**config.mk**
```make
export PLATFORM = sky130hd
export DESIGN_NAME = morse_digit_tx
export DESIGN_NICKNAME = d
export VERILOG_FILES = /design/src/rtl/morse_pkg.sv /design/src/rtl/morse_fifo.sv /design/src/rtl/morse_digit_tx.sv
export SDC_FILE = /design/constraint.sdc
export NUM_CORES = 1
export LEC_CHECK = 0
export CORE_UTILIZATION = 57
export CTS_CLUSTER_SIZE = 10
export DETAILED_ROUTE_END_ITERATION = 10
export GPL_TIMING_DRIVEN = 0
export PLACE_DENSITY = 0.79
export SYNTH_ARGS = -nofsm -noshare
export SYNTH_HDL_FRONTEND = slang
export SYNTH_HIERARCHICAL = 1
export SYNTH_SLANG_ARGS = --single-unit
```
**constraint.sdc**
```tcl
create_clock -name clk -period 2.7 [get_ports clk]
set_input_delay 0.405 -clock clk [delete_from_list [all_inputs] [get_ports clk]]
set_output_delay 0.405 -clock clk [all_outputs]
set_load 0.01 [all_outputs]
```
**src/rtl/morse_pkg.sv**
```systemverilog
// Shared types and constants for the Morse digit transmitter.
package morse_pkg;

  typedef enum logic [1:0] {IDLE, MARK, SPACE, GAP} state_e;

  localparam int DOT_UNITS   = 1;
  localparam int DASH_UNITS  = 3;
  localparam int SPACE_UNITS = 1;
  localparam int GAP_UNITS   = 3;
  localparam int ELEMS       = 5;

  // Element order is m1 (MSB) first; 1 = dot, 0 = dash.
  function automatic logic [ELEMS-1:0] digit_to_pattern(input logic [3:0] d);
    case (d)
      4'd0:    return 5'b00000;
      4'd1:    return 5'b10000;
      4'd2:    return 5'b11000;
      4'd3:    return 5'b11100;
      4'd4:    return 5'b11110;
      4'd5:    return 5'b11111;
      4'd6:    return 5'b01111;
      4'd7:    return 5'b00111;
      4'd8:    return 5'b00011;
      4'd9:    return 5'b00001;
      default: return 5'b00000;
    endcase
  endfunction

endpackage

```
**src/rtl/morse_fifo.sv**
```systemverilog
// Small show-ahead FIFO for queued digits; full/empty derive from an occupancy count.
module morse_fifo #(
  parameter int W     = 4,
  parameter int DEPTH = 4
) (
  input  logic         clk_i,
  input  logic         rst_ni,
  input  logic         push_i,
  input  logic         pop_i,
  input  logic [W-1:0] din_i,
  output logic [W-1:0] dout_o,
  output logic         full_o,
  output logic         empty_o
);

  localparam int AW = $clog2(DEPTH);

  logic [W-1:0]  mem_q [DEPTH];
  logic [AW-1:0] wptr_q, rptr_q;
  logic [AW:0]   count_q, count_d;
  logic          do_push, do_pop;

  assign full_o  = (count_q == (AW+1)'(DEPTH));
  assign empty_o = (count_q == '0);
  assign dout_o  = mem_q[rptr_q];
  assign do_push = push_i && !full_o;
  assign do_pop  = pop_i && !empty_o;

  always_comb begin
    count_d = count_q;
    if (do_push && !do_pop)      count_d = count_q + (AW+1)'(1);
    else if (!do_push && do_pop) count_d = count_q - (AW+1)'(1);
  end

  always_ff @(posedge clk_i) begin
    if (!rst_ni) begin
      wptr_q  <= '0;
      rptr_q  <= '0;
      count_q <= '0;
    end else begin
      if (do_push) wptr_q <= wptr_q + AW'(1);
      if (do_pop)  rptr_q <= rptr_q + AW'(1);
      count_q <= count_d;
    end
  end

  // Storage needs no reset: the count gates every read.
  always_ff @(posedge clk_i) begin
    if (do_push) mem_q[wptr_q] <= din_i;
  end

endmodule

```
**src/rtl/morse_digit_tx.sv**
```systemverilog
// Queues BCD digits and keys each one out as timed Morse on a single lamp.
module morse_digit_tx
  import morse_pkg::*;
#(
  parameter int UNIT_CYCLES = 2,
  parameter int FIFO_DEPTH  = 4
) (
  input  logic       clk,
  input  logic       reset,
  input  logic [3:0] digit,
  input  logic       ready,
  output logic       led,
  output logic [4:0] pattern,
  output logic       red,
  output logic       busy,
  output logic       full,
  output logic       drop
);

  localparam int          CW     = $clog2(3*UNIT_CYCLES+1);
  localparam logic [2:0]  LAST_E = 3'(ELEMS-1);

  function automatic logic [CW-1:0] load(input int units);
    return CW'(units*UNIT_CYCLES - 1);
  endfunction

  function automatic logic [CW-1:0] mark_load(input logic dot);
    return dot ? load(DOT_UNITS) : load(DASH_UNITS);
  endfunction

  state_e       state_q, state_d;
  logic [2:0]   e_q, e_d;
  logic [CW-1:0] cnt_q, cnt_d;
  logic [4:0]   pattern_q, pattern_d;
  logic         led_q, led_d, red_q, red_d, drop_q, drop_d, busy_q, busy_d;
  logic         digit_ok, push, pop, fifo_full, fifo_empty;
  logic [3:0]   fifo_dout;

  assign digit_ok = (digit <= 4'd9);
  assign push     = ready && digit_ok && !fifo_full;

  morse_fifo #(.W(4), .DEPTH(FIFO_DEPTH)) u_fifo (
    .clk_i  (clk),
    .rst_ni (reset),
    .push_i (push),
    .pop_i  (pop),
    .din_i  (digit),
    .dout_o (fifo_dout),
    .full_o (fifo_full),
    .empty_o(fifo_empty)
  );

  always_comb begin
    state_d   = state_q;
    e_d       = e_q;
    cnt_d     = cnt_q;
    pattern_d = pattern_q;
    pop       = 1'b0;
    red_d     = red_q;
    drop_d    = 1'b0;

    if (ready) begin
      if (!digit_ok)       red_d  = 1'b1;
      else if (!fifo_full) red_d  = 1'b0;
      else                 drop_d = 1'b1;
    end

    case (state_q)
      IDLE: begin
        if (!fifo_empty) begin
          pop       = 1'b1;
          pattern_d = digit_to_pattern(fifo_dout);
          e_d       = '0;
          cnt_d     = mark_load(pattern_d[LAST_E]);
          state_d   = MARK;
        end
      end
      MARK: begin
        if (cnt_q == '0) begin
          if (e_q == LAST_E) begin
            cnt_d   = load(GAP_UNITS);
            state_d = GAP;
          end else begin
            cnt_d   = load(SPACE_UNITS);
            state_d = SPACE;
          end
        end else cnt_d = cnt_q - CW'(1);
      end
      SPACE: begin
        if (cnt_q == '0) begin
          e_d     = e_q + 3'd1;
          cnt_d   = mark_load(pattern_q[LAST_E - e_d]);
          state_d = MARK;
        end else cnt_d = cnt_q - CW'(1);
      end
      GAP: begin
        if (cnt_q == '0) begin
          pattern_d = '0;
          state_d   = IDLE;
        end else cnt_d = cnt_q - CW'(1);
      end
      default: state_d = IDLE;
    endcase

    // Lamp tracks the next state so it rises on the same edge as the pop.
    led_d  = (state_d == MARK);
    busy_d = push || !fifo_empty || (state_q != IDLE);
  end

  always_ff @(posedge clk) begin
    if (!reset) begin
      state_q   <= IDLE;
      e_q       <= '0;
      cnt_q     <= '0;
      pattern_q <= '0;
      led_q     <= 1'b0;
      red_q     <= 1'b0;
      drop_q    <= 1'b0;
      busy_q    <= 1'b0;
    end else begin
      state_q   <= state_d;
      e_q       <= e_d;
      cnt_q     <= cnt_d;
      pattern_q <= pattern_d;
      led_q     <= led_d;
      red_q     <= red_d;
      drop_q    <= drop_d;
      busy_q    <= busy_d;
    end
  end

  assign led     = led_q;
  assign pattern = pattern_q;
  assign red     = red_q;
  assign busy    = busy_q;
  assign full    = fifo_full;
  assign drop    = drop_q;

endmodule

```
==> results.md <==
* Core Area at 0.003337 mm^2
* Final period utilization at 92.81%
* Rows at 21
* Worst slew pin tran at 0.4581 ns
* Synth unique cells at 44
* Root buf cell: clkbuf_4
* Global route hottest layer: met2
* Setup WS pre-CTS at -0.3395 ns
* Rel. slew slack at 69.32%
* Endpoints failing hold at 0
* Pleak at around 0.8 nW
* Clk slew on worst S/H paths at around 0.11 ns
* Final Skew at 0.009979 ns
* Worst vdd ir at 491.2 uV
* ANT cells at 0
* Starting Density at 59.66%
* DR WL/cell at ~14 um
* Layout Utilization at 69.29%
* Reg2Reg Depth at 11
* Commonest non-fill, non-tap cell in the layout: dfxtp_1
* Antenna-violating nets left at 0
* Initial antenna violation count at 0
* Placed cell area at 0.002208 mm^2
* PortBufs at 16
* CTS tree: built
* DRC Markers at 0
* Chip height at 61.10 um
* Pwr Density at 939.3 mW/mm^2
* Worst EP required at between 2 and 3 ns
* Worst flop-to-flop path startpoint: u_fifo/count_q[2]$_SDFFE_PN0P_
* Initial DRC Count at 60
* Worst Setup SP: digit[3]
* Via-to-Cell Ratio at between 5 and 6
* Seq/Total Area, Yosys at 50.28%
* Worst Path Class, Setup: primary input to flop
* RSZ-0062 raised after global routing: false
* Met2 global-route usage at 33.39%
* Hold WC Path Type: primary input to flop
* Clock Latency Late Sink at 0.35 ns
* Share of cells above drive strength 1 at about 11%
* Ys flop type: dfxtp_1
* # clock sinks at 42
* GRT met3 Usage at about 6.7%
* Post-Syn Nets at 193
* Clk buf depth at 2
* Yosys reg bits at 42
* Fmax at 0.3991 GHz
* Global-route wire length before repair at 5802 um
* Power consumption at 2.172 mW
* Horiz. Die Dim at 61.10 um
* Via count at 1,349
* CTS Buf Count at 5
* EDFF count, synth at 16
* Number of H-tree levels at 2
* Synthesized area per cell at 11.31 um^2
* Largest net degree at the start of global routing at 13
* Top cell type's share of synthesized area at about a quarter
* Startpoint Class: primary input
* Flop-to-flop setup slack at 0.19 ns
* Final setup viols at 0
* Area added between synthesis and finish at 16.15%
* Design area at between 0.002 and 0.0025 mm^2
* Area of the mapped netlist at 0.001991 mm^2
* Setup crit end: u_fifo/count_q[2]$_SDFFE_PN0P_
* GPL Wtd Cong at 0.8984
* Critical Path End Type: flop
* CTS Hold Bufs at 0
* Cells after Synth at 176
* IO Pins at 17
* R2R Path End: u_fifo/count_q[2]$_SDFFE_PN0P_
* Congestion Overflow GR at 0
* Ys async rst share at 0%
* CP Data Arrival Time at 2.79 ns
* Number of detailed-route iterations in the first pass at 4
* Period minus WS final at ~2.5 ns
* DP HPWL at around 2600 um
* Synth area leader: dfxtp_1
* Max Cap Viol at 0
* All-Layer GR Usage at between 20% and 30%
* Final setup margin at between 0.15 and 0.2 ns
* Vias in the first global route at between 1,000 and 1,500
* Layout Nets at 217
* Status: finished clean
* Most frequent cells in the layout: dfxtp_1 (23), edfxtp_1 (16), clkdlybuf4s50_1 (14), nand2_1 (12), nor2b_1 (10)
* Die area at 0.003733 mm^2
* Ranking of synthesized cells by area: dfxtp_1 (26%), edfxtp_1 (24%), ha_1 (5.7%)
* GRT met1 Usage at between 20% and 30%
* Final WL at approximately 3500 um
* WHS at 0.3541 ns
* Crit-path max FO at 7
* Max-slew violations at 0
* Ys Warns at 6
[power breakdown]
| part | total (mW) | internal (mW) | switching (mW) |
|---|---|---|---|
| Sequential | 0.898 | 0.789 | 0.109 |
| Combinational | 0.887 | 0.431 | 0.456 |
| Clock | 0.387 | 0.196 | 0.191 |
| Total | 2.17 | 1.42 | 0.756 |
[critical path, cell delays in order]
cell	delay, ns
clkdlybuf4s50_1	0.47
o21a_1	0.17
nor2_2	0.16
nor2b_1	0.18
buf_6	0.14
ha_1	0.18
inv_1	0.06
fa_1	0.37
xor2_1	0.16
or3_1	0.32
a21boi_1	0.15
[Yosys cell counts (2+ instances only)]
library cell and number:
a21boi_1 2, a21oi_1 7, a22oi_1 3, a31oi_1 2, and2_1 9, clkbuf_1 4
dfxtp_1 26, edfxtp_1 16, ha_1 9, inv_1 8, mux2i_1 6, mux4_2 4
nand2_1 12, nand2b_1 5, nand3_1 4, nor2_1 8, nor2b_1 10, nor3_1 4
o21a_1 3, o21ai_0 4, o311a_1 2, or3_1 2, xnor2_1 4, xor2_1 2
[final cells by class]
class,instances,area (um^2)
fill,272,1025
inverter,8,30.03
buffer,5,26.28
timing repair buffer,17,172.7
multi-input combinational,121,940.9
clock buffer,7,45.04
tap,46,57.56
sequential,42,1010
clock inverter,1,30.03
[per-layer routing]
metal | up-vias | share of wire, %
li1 | 683 | -
met1 | 639 | 47
met5 | - | 0
met2 | 21 | 48
met3 | 6 | 3.5
met4 | 0 | 1.7
[how the worst min path moves through the flow]
| stage | start | end | slack (ns) | depth (start not counted) |
|---|---|---|---|---|
| floorplan | u_fifo/wptr_q[1]$_SDFFE_PN0P_ | u_fifo/wptr_q[1]$_SDFFE_PN0P_ | 0.47 | 2 |
| global placement | pattern[3]$_SDFFE_PN0P_ | pattern[3]$_SDFFE_PN0P_ | 0.46 | 2 |
| detailed placement | pattern[3]$_SDFFE_PN0P_ | pattern[3]$_SDFFE_PN0P_ | 0.47 | 2 |
| CTS | pattern[3]$_SDFFE_PN0P_ | pattern[3]$_SDFFE_PN0P_ | 0.48 | 2 |
| global route | digit[2] | u_fifo/mem_q[1][2]$_DFFE_PP_ | 0.36 | 1 |
| finish | digit[2] | u_fifo/mem_q[1][2]$_DFFE_PP_ | 0.35 | 1 |
[timing repair]
action                     in CTS  in global routing
gates resized for setup         0                  9
setup buffers                   0                  1
setup endpoints to repair       0                  1
[registers in the layout (all words and copies together), names as in the netlist, 2 cells and up, named ones only]
register        cells
u_fifo/rptr_q       2
e_q                 3
cnt_q               3
pattern             5
u_fifo/wptr_q       2
u_fifo/count_q      3
state_q             2
u_fifo/mem_q       16
[cells by family after synthesis]
| kind of cell | Yosys count | synth area share, % |
|---|---|---|
| mux | 10 | 7.543 |
| buf+inv | 13 | 2.828 |
| compound gates | 32 | 11.69 |
| flops | 42 | 50.28 |
| xor+xnor | 6 | 2.640 |
| simple gates | 63 | 18.35 |
| fa+ha+maj | 10 | 6.663 |
[metrics by stage]
stage / cells / setup TNS (ns)
6_report: 247 / 0
5_1_grt: 247 / 0
4_1_cts: 246 / 0
3_5_place_dp: 238 / -0.3395
3_3_place_gp: 238 / -0.1854
2_1_floorplan: 176 / 0
Power figures use the tool's default switching activity.
